==> src/rtl/display_pkg.sv <==
// Shared constants for the multiplexed display scanner: default geometry,
// timing and the duty-step derivation used by the on-window logic.
package display_pkg;

   localparam int DEF_NUM_DIGITS       = 4;
   localparam int DEF_DIGIT_W          = 4;
   localparam int DEF_SLOT_CYCLES      = 24000;
   localparam int DEF_DEAD_CYCLES      = 240;
   localparam int DEF_ANODE_ACTIVE_LOW = 1;

   // Brightness is a 4-bit level, so the lit part of a slot is split into 16 steps.
   localparam int DUTY_LEVELS = 16;

   function automatic int calc_on_step(input int slot_cycles, input int dead_cycles);
      return (slot_cycles - dead_cycles) / DUTY_LEVELS;
   endfunction

endpackage

==> src/rtl/digit_blank_mask.sv <==
// Effective dark mask per digit: explicit blank OR leading-zero suppression.
module digit_blank_mask
   import display_pkg::*;
#(
   parameter int NUM_DIGITS = DEF_NUM_DIGITS,
   parameter int DIGIT_W    = DEF_DIGIT_W
) (
   input  logic [NUM_DIGITS*DIGIT_W-1:0] digits,
   input  logic [NUM_DIGITS-1:0]         blank,
   input  logic                          lz_suppress,
   output logic [NUM_DIGITS-1:0]         mask
);

   // zero_from[i]: digits i..NUM_DIGITS-1 are all zero.
   logic [NUM_DIGITS-1:1] zero_from;
   logic [NUM_DIGITS-1:1] lz_flag;

   // Digit 0 always shows, so its value never feeds the suppression chain.
   logic unused_digit0;
   assign unused_digit0 = ^digits[DIGIT_W-1:0];

   assign mask[0] = blank[0];

   genvar gi;
   generate
      for (gi = 1; gi < NUM_DIGITS; gi++) begin : g_digit
         if (gi == NUM_DIGITS - 1) begin : g_top
            assign zero_from[gi] = (digits[gi*DIGIT_W +: DIGIT_W] == '0);
         end else begin : g_lower
            assign zero_from[gi] = (digits[gi*DIGIT_W +: DIGIT_W] == '0) & zero_from[gi+1];
         end
         assign lz_flag[gi] = lz_suppress & zero_from[gi];
         assign mask[gi]    = blank[gi] | lz_flag[gi];
      end
   endgenerate

endmodule

==> src/rtl/digit_scanner.sv <==
// Time-multiplexed digit scanner: per-slot anode drive with dead time and
// brightness duty, frame-aligned input snapshot, registered outputs.
module digit_scanner
   import display_pkg::*;
#(
   parameter int NUM_DIGITS       = DEF_NUM_DIGITS,
   parameter int DIGIT_W          = DEF_DIGIT_W,
   parameter int SLOT_CYCLES      = DEF_SLOT_CYCLES,
   parameter int DEAD_CYCLES      = DEF_DEAD_CYCLES,
   parameter int ANODE_ACTIVE_LOW = DEF_ANODE_ACTIVE_LOW
) (
   input  logic                            clk,
   input  logic                            reset,
   input  logic [NUM_DIGITS*DIGIT_W-1:0]   digits_i,
   input  logic [NUM_DIGITS-1:0]           blank_i,
   input  logic                            lz_suppress_i,
   input  logic [3:0]                      brightness_i,
   output logic [DIGIT_W-1:0]              seg_val_o,
   output logic [NUM_DIGITS-1:0]           anode_o,
   output logic [$clog2(NUM_DIGITS)-1:0]   digit_idx_o,
   output logic                            frame_start_o
);

   localparam int   ON_STEP    = calc_on_step(SLOT_CYCLES, DEAD_CYCLES);
   localparam int   CNT_W      = $clog2(SLOT_CYCLES);
   localparam int   IDX_W      = $clog2(NUM_DIGITS);
   localparam int   END_W      = CNT_W + 1;
   localparam logic ACTIVE_LVL = (ANODE_ACTIVE_LOW != 0) ? 1'b0 : 1'b1;

   localparam logic [CNT_W-1:0] SLOT_LAST = CNT_W'(SLOT_CYCLES - 1);
   localparam logic [IDX_W-1:0] IDX_LAST  = IDX_W'(NUM_DIGITS - 1);
   localparam logic [END_W-1:0] DEAD_END  = END_W'(DEAD_CYCLES);
   localparam logic [END_W-1:0] STEP_E    = END_W'(ON_STEP);

   logic [CNT_W-1:0] slot_cnt_reg, slot_cnt_next;
   logic [IDX_W-1:0] idx_reg, idx_next;
   logic             slot_wrap, frame_last;

   logic [NUM_DIGITS*DIGIT_W-1:0] digits_snap_reg;
   logic [NUM_DIGITS-1:0]         blank_snap_reg;
   logic                          lz_snap_reg;
   logic [3:0]                    bright_snap_reg;

   logic [NUM_DIGITS-1:0] dark_mask;
   logic [DIGIT_W-1:0]    digit_val [NUM_DIGITS];
   logic [END_W-1:0]      slot_ext, on_end;
   logic                  on_window;
   logic [NUM_DIGITS-1:0] anode_next;

   logic [NUM_DIGITS-1:0] anode_reg;
   logic [DIGIT_W-1:0]    seg_val_reg;
   logic [IDX_W-1:0]      idx_out_reg;
   logic                  frame_start_reg;

   always_comb begin
      slot_wrap     = (slot_cnt_reg == SLOT_LAST);
      frame_last    = slot_wrap && (idx_reg == IDX_LAST);
      slot_cnt_next = slot_wrap ? '0 : slot_cnt_reg + 1'b1;
      idx_next      = idx_reg;
      if (slot_wrap) begin
         idx_next = (idx_reg == IDX_LAST) ? '0 : idx_reg + 1'b1;
      end
   end

   always_ff @(posedge clk) begin
      if (reset) begin
         slot_cnt_reg <= '0;
         idx_reg      <= '0;
      end else begin
         slot_cnt_reg <= slot_cnt_next;
         idx_reg      <= idx_next;
      end
   end

   // Inputs are only sampled on the last cycle of a frame, so a frame is never torn.
   always_ff @(posedge clk) begin
      if (reset) begin
         digits_snap_reg <= '0;
         blank_snap_reg  <= '1;
         lz_snap_reg     <= 1'b0;
         bright_snap_reg <= '0;
      end else if (frame_last) begin
         digits_snap_reg <= digits_i;
         blank_snap_reg  <= blank_i;
         lz_snap_reg     <= lz_suppress_i;
         bright_snap_reg <= brightness_i;
      end
   end

   digit_blank_mask #(
      .NUM_DIGITS (NUM_DIGITS),
      .DIGIT_W    (DIGIT_W)
   ) u_blank_mask (
      .digits      (digits_snap_reg),
      .blank       (blank_snap_reg),
      .lz_suppress (lz_snap_reg),
      .mask        (dark_mask)
   );

   // Lit for ON_STEP*(brightness+1) cycles right after the dead time.
   always_comb begin
      slot_ext  = {1'b0, slot_cnt_reg};
      on_end    = DEAD_END + STEP_E * (END_W'(bright_snap_reg) + END_W'(1));
      on_window = (slot_ext >= DEAD_END) && (slot_ext < on_end);
   end

   genvar gi;
   generate
      for (gi = 0; gi < NUM_DIGITS; gi++) begin : g_lane
         assign digit_val[gi]  = digits_snap_reg[gi*DIGIT_W +: DIGIT_W];
         assign anode_next[gi] = (on_window && (idx_reg == IDX_W'(gi)) && !dark_mask[gi])
                                 ? ACTIVE_LVL : ~ACTIVE_LVL;
      end
   endgenerate

   always_ff @(posedge clk) begin
      if (reset) begin
         anode_reg       <= {NUM_DIGITS{~ACTIVE_LVL}};
         seg_val_reg     <= '0;
         idx_out_reg     <= '0;
         frame_start_reg <= 1'b0;
      end else begin
         anode_reg       <= anode_next;
         seg_val_reg     <= digit_val[idx_reg];
         idx_out_reg     <= idx_reg;
         frame_start_reg <= (slot_cnt_reg == '0) && (idx_reg == '0);
      end
   end

   assign anode_o       = anode_reg;
   assign seg_val_o     = seg_val_reg;
   assign digit_idx_o   = idx_out_reg;
   assign frame_start_o = frame_start_reg;

endmodule

==> config.mk <==
export PLATFORM = sky130hd
export DESIGN_NAME = digit_scanner
export DESIGN_NICKNAME = d
export VERILOG_FILES = /design/src/rtl/display_pkg.sv /design/src/rtl/digit_blank_mask.sv /design/src/rtl/digit_scanner.sv
export SDC_FILE = /design/constraint.sdc
export NUM_CORES = 1
export LEC_CHECK = 0
export CORE_UTILIZATION = 35
export CTS_CLUSTER_DIAMETER = 80
export DETAILED_ROUTE_END_ITERATION = 8
export GPL_ROUTABILITY_DRIVEN = 0
export GPL_TIMING_DRIVEN = 0
export PLACE_DENSITY = 0.68
export SLEW_MARGIN = 20
export SYNTH_ARGS = -nofsm -noshare
export SYNTH_HDL_FRONTEND = slang
export SYNTH_SLANG_ARGS = --single-unit
==> constraint.sdc <==
create_clock -name clk -period 4.6 [get_ports clk]
set_input_delay 0.69 -clock clk [delete_from_list [all_inputs] [get_ports clk]]
set_output_delay 0.69 -clock clk [all_outputs]
set_load 0.02 [all_outputs]
==> key figures, run 1 <==
Clocking
  – TritonCTS clock tree: yes
  – Clk_lat worst skew: 310 ps
  – CTS clock-pin slew for the worst setup and hold paths: around 100 ps
  – Post-cts hold buffer count: 0
  – Clock Path Buffers: 2
  – Clock sink count: 53
  – H-Tree Depth: 2
  – Total CTS buffers: 5
  – CTS root buf: clkbuf_8

Global route
  – GRT overflow: 0
  – Vias in the first global route: 3117
  – Overall Global Routing Usage: 0.1611
  – Initial antenna violation count: 0
  – Largest net degree at the start of global routing: 17
  – First-pass GRT wire length: approximately 14 mm

Power
  – Maximum VDD drop: roughly 0.12 mV
  – LEAKAGE: about 2.0 nW
  – Power Dens Cells: 160.1 nW/um2

Logic synthesis
  – Proportion of synthesized area in mux cells: 0.02961
  – EDFF count, synth: 0
  – Syn avg cell area: roughly 9.0 um2
  – Ys flop type: dfxtp_1
  – Adder-cell share of the synthesized area: 0.2248
  – Post-synthesis compound-gate area fraction: 0.1110
  – Largest family of logic cells by synthesized area: adder cells
  – Seq/Total Area, Yosys: 0.2853
  – Yosys reg bits: 53
  – Synth Area in XOR/XNOR: 0.06595
  – Syn Nets: 501
  – Synth Area in Simple Gates: 0.2190
  – Post-Syn Instances: between 400 and 500
  – Syn Std Cell Area: 3719 um2
  – Synth Warn #: 0
  – Unique cell type count in the Yosys netlist: 50
  – Synth async-reset ratio: 0

STA
  – Hold Fails Final Rpt: 0
  – Post-layout min period: 4723 ps
  – Final Cycle Share: 1.027
  – Max transition margin: 0.5583
  – Unrepaired setup endpoints after global routing: yes
  – Worst hold slack: about 470 ps
  – Max frequency: 0.2117 GHz
  – Setup violations, final: 4
  – Clock Skew: 10.03 ps
  – PnR worst setup slack: -122.6 ps
  – Max Slew Vio Count: 0
  – Worst-Margin Slew: between 600 and 700 ps

Placement
  – Placed cell area: approximately 4300 um2
  – Placed cell count: 584
  – PortBufs: 36
  – DP HPWL: approximately 6.3 mm

Setup path
  – CP Max Fanout: 4
  – CP endpoint kind: register
  – CP Buf/Inv Count: 3
  – CP delay by family, top: adder cells
  – Worst EP required: approximately 4800 ps
  – Critical-path top delay cell: fa_1
  – WS Path Type: reg2reg
  – Kind of launch point of the worst setup path: register
  – Critical Path AT: 4900 ps
  – CP Cell Sequence: buf_6 > and3_4 > xor2_4 > ha_2 > inv_1 > ha_2 > or2_4 > fa_1 > ha_4 > o211ai_1 > o21ai_2 > o21a_1 > a21oi_2 > xor2_1 > ha_1 > a211o_1 > a2111oi_2 > a31oi_1 > o22ai_2 > buf_6 > nand4b_1
  – Delay of the slowest critical-path stage: about 520 ps

Drt
  – DR pass1 iterations: 4
  – Initial DRC Count: 87
  – Wire length per cell: roughly 14 um
  – Antenna viol nets, final: 0
  – Vias: between 3000 and 4000
  – DR vias/cell: between 4 and 5
  – Final wirelength: approximately 8.6 mm
  – Drt drc: 0

Floorplanning
  – Initial Util: 0.3602
  – Core area: between 10000 and 15000 um2
  – Die Wd: 105.1 um
  – Die ar.: about 11000 um2
  – Height of the die: ~110 um
  – Placement row count: 37
  – Io pins: 38

Finish
  – Final #Nets: 570
  – Final core occ: 0.4785
  – Max reg flops: 16
  – Final Cell Area: a little under 5000 um2
  – Number of diodes: 0
  – Filler cells: between 900 and 1000
  – Share of cells above drive strength 1: 0.2780
  – Final Non-Filler Cells: between 600 and 700
  – Area growth, synth to finish: 32.84%

Min path
  – Hold WC Path Type: reg2reg

Run status
  – Run status: complete, but fails checks
  – Violated checks: setup timing

Run
  – Max Cap Violations: 0
[cell usage after synthesis (5+ instances only)]
| cell | number | area, um2 |
|---|---|---|
| nand2_1 | 40 | 150.1 |
| xnor2_1 | 9 | 78.83 |
| nand2b_1 | 6 | 37.54 |
| nand3_1 | 13 | 65.06 |
| ha_1 | 54 | 675.7 |
| nor2_1 | 31 | 116.4 |
| and3_1 | 5 | 31.28 |
| nor4_1 | 5 | 31.28 |
| clkbuf_1 | 9 | 33.78 |
| o21ai_0 | 9 | 45.04 |
| a21oi_2 | 16 | 140.1 |
| inv_1 | 34 | 127.6 |
| nor2b_1 | 7 | 43.79 |
| a21oi_1 | 13 | 65.06 |
| nor3_1 | 6 | 30.03 |
| nand2_2 | 16 | 100.1 |
| fa_1 | 8 | 160.2 |
| nand4_1 | 5 | 31.28 |
| xor2_1 | 19 | 166.4 |
| dfxtp_1 | 53 | 1061 |
[kinds of logic (layout without fill, tap and decap cells)]
logic type / count (synthesis) / count (layout)
compound gates: 59 / 59
xor+xnor: 28 / 28
fa+ha+maj: 62 / 62
buf+inv: 50 / 120
flops: 53 / 53
mux: 6 / 6
simple gates: 154 / 154
[report_power, final]
part | switching, W | internal (W)
clock network | 0.000158 | 0.000122
logic | 0.0000188 | 0.0000276
registers | 0.00000366 | 0.000460
total | 0.000180 | 0.000611
[layer usage]
metal | global-route usage | up-vias | routed length (um)
met2 | 0.3146 | 53 | 4633
met5 | 0 | - | 0
li1 | - | 1535 | -
met3 | 0.02495 | 15 | 279
met1 | 0.1780 | 1455 | 3563
met4 | 0.04427 | 0 | 129
[worst paths after layout]
kind / from / endpoint / slack [ps] / depth (start not counted)
max: bright_snap_reg[0] / anode_o[0] / -120 / 21
min: blank_snap_reg[2] / blank_snap_reg[2] / 470 / 2
max reg2reg: bright_snap_reg[0] / anode_o[0] / -120 / 21
min reg2reg: blank_snap_reg[2] / blank_snap_reg[2] / 470 / 2
[layout by cell type, fill, tap and decap left out, types with 5 or more instances in the layout]
| cell type | count |
|---|---|
| ha_4 | 14 |
| nand2b_1 | 6 |
| clkbuf_1 | 8 |
| xnor2_1 | 9 |
| nor2b_1 | 6 |
| buf_4 | 26 |
| nand2_2 | 16 |
| nand4_1 | 5 |
| o21ai_0 | 5 |
| fa_1 | 7 |
| inv_1 | 26 |
| nor4_1 | 5 |
| inv_2 | 7 |
| clkdlybuf4s50_1 | 36 |
| clkbuf_8 | 6 |
| nor3_1 | 6 |
| a21oi_2 | 18 |
| ha_1 | 36 |
| dfxtp_1 | 50 |
| nand2_1 | 40 |
| nand3_1 | 11 |
| xor2_1 | 14 |
| nor2_1 | 31 |
| a21oi_1 | 10 |
[area by class of cell]
class | instances | area (um2) | area share
clock inverters | 2 | 13.76 | 0.002786
flip-flops and latches | 53 | 1070 | 0.2166
well taps | 136 | 170.2 | 0.03445
repair buffers | 63 | 579.3 | 0.1173
inverters | 34 | 130.1 | 0.02634
multi-input cells | 309 | 2774 | 0.5615
plain buffers | 15 | 120.1 | 0.02432
clock buffers | 6 | 82.58 | 0.01672
[stage by stage]
stage / setup WS, ps / setup TNS, ps / power [W]
after floorplan: 16.21 / 0 / 0.0004925
after global placement: -482.8 / -1913 / 0.0005217
after detailed placement: -598.9 / -2326 / 0.0005225
after CTS: -123.0 / -451.1 / 0.0007960
after global routing: -374.3 / -1373 / 0.0008166
final: -122.6 / -446.0 / 0.0007910
[timing repair]
item | CTS | global route
buffers inserted | 23 | 4
resized for setup | 44 | 9
pin swaps | 34 | 11
endpoints found under the setup margin | 4 | 4
[worst reg2reg max path, cell delays in order (launching register included)]
cell and delay, ps:
dfxtp_4 380, buf_6 110, and3_4 250, xor2_4 250
ha_2 210, inv_1 40, ha_2 150, or2_4 240
fa_1 520, ha_4 320, o211ai_1 100, o21ai_2 190
o21a_1 170, a21oi_2 60, xor2_1 150, ha_1 320
a211o_1 330, a2111oi_2 210, a31oi_1 150, o22ai_2 190
buf_6 140, nand4b_1 90
Note: power is estimated with default switching activity, not from simulation.
==> run 2: changes to the inputs <==
--- a/config.mk
+++ b/config.mk
@@ -11,7 +11,6 @@
 export GPL_ROUTABILITY_DRIVEN = 0
 export GPL_TIMING_DRIVEN = 0
 export PLACE_DENSITY = 0.68
-export SLEW_MARGIN = 20
 export SYNTH_ARGS = -nofsm -noshare
 export SYNTH_HDL_FRONTEND = slang
 export SYNTH_SLANG_ARGS = --single-unit
==> results of run 2 <==
No change in the layout: final DEF, timing and power equal those of run 1.
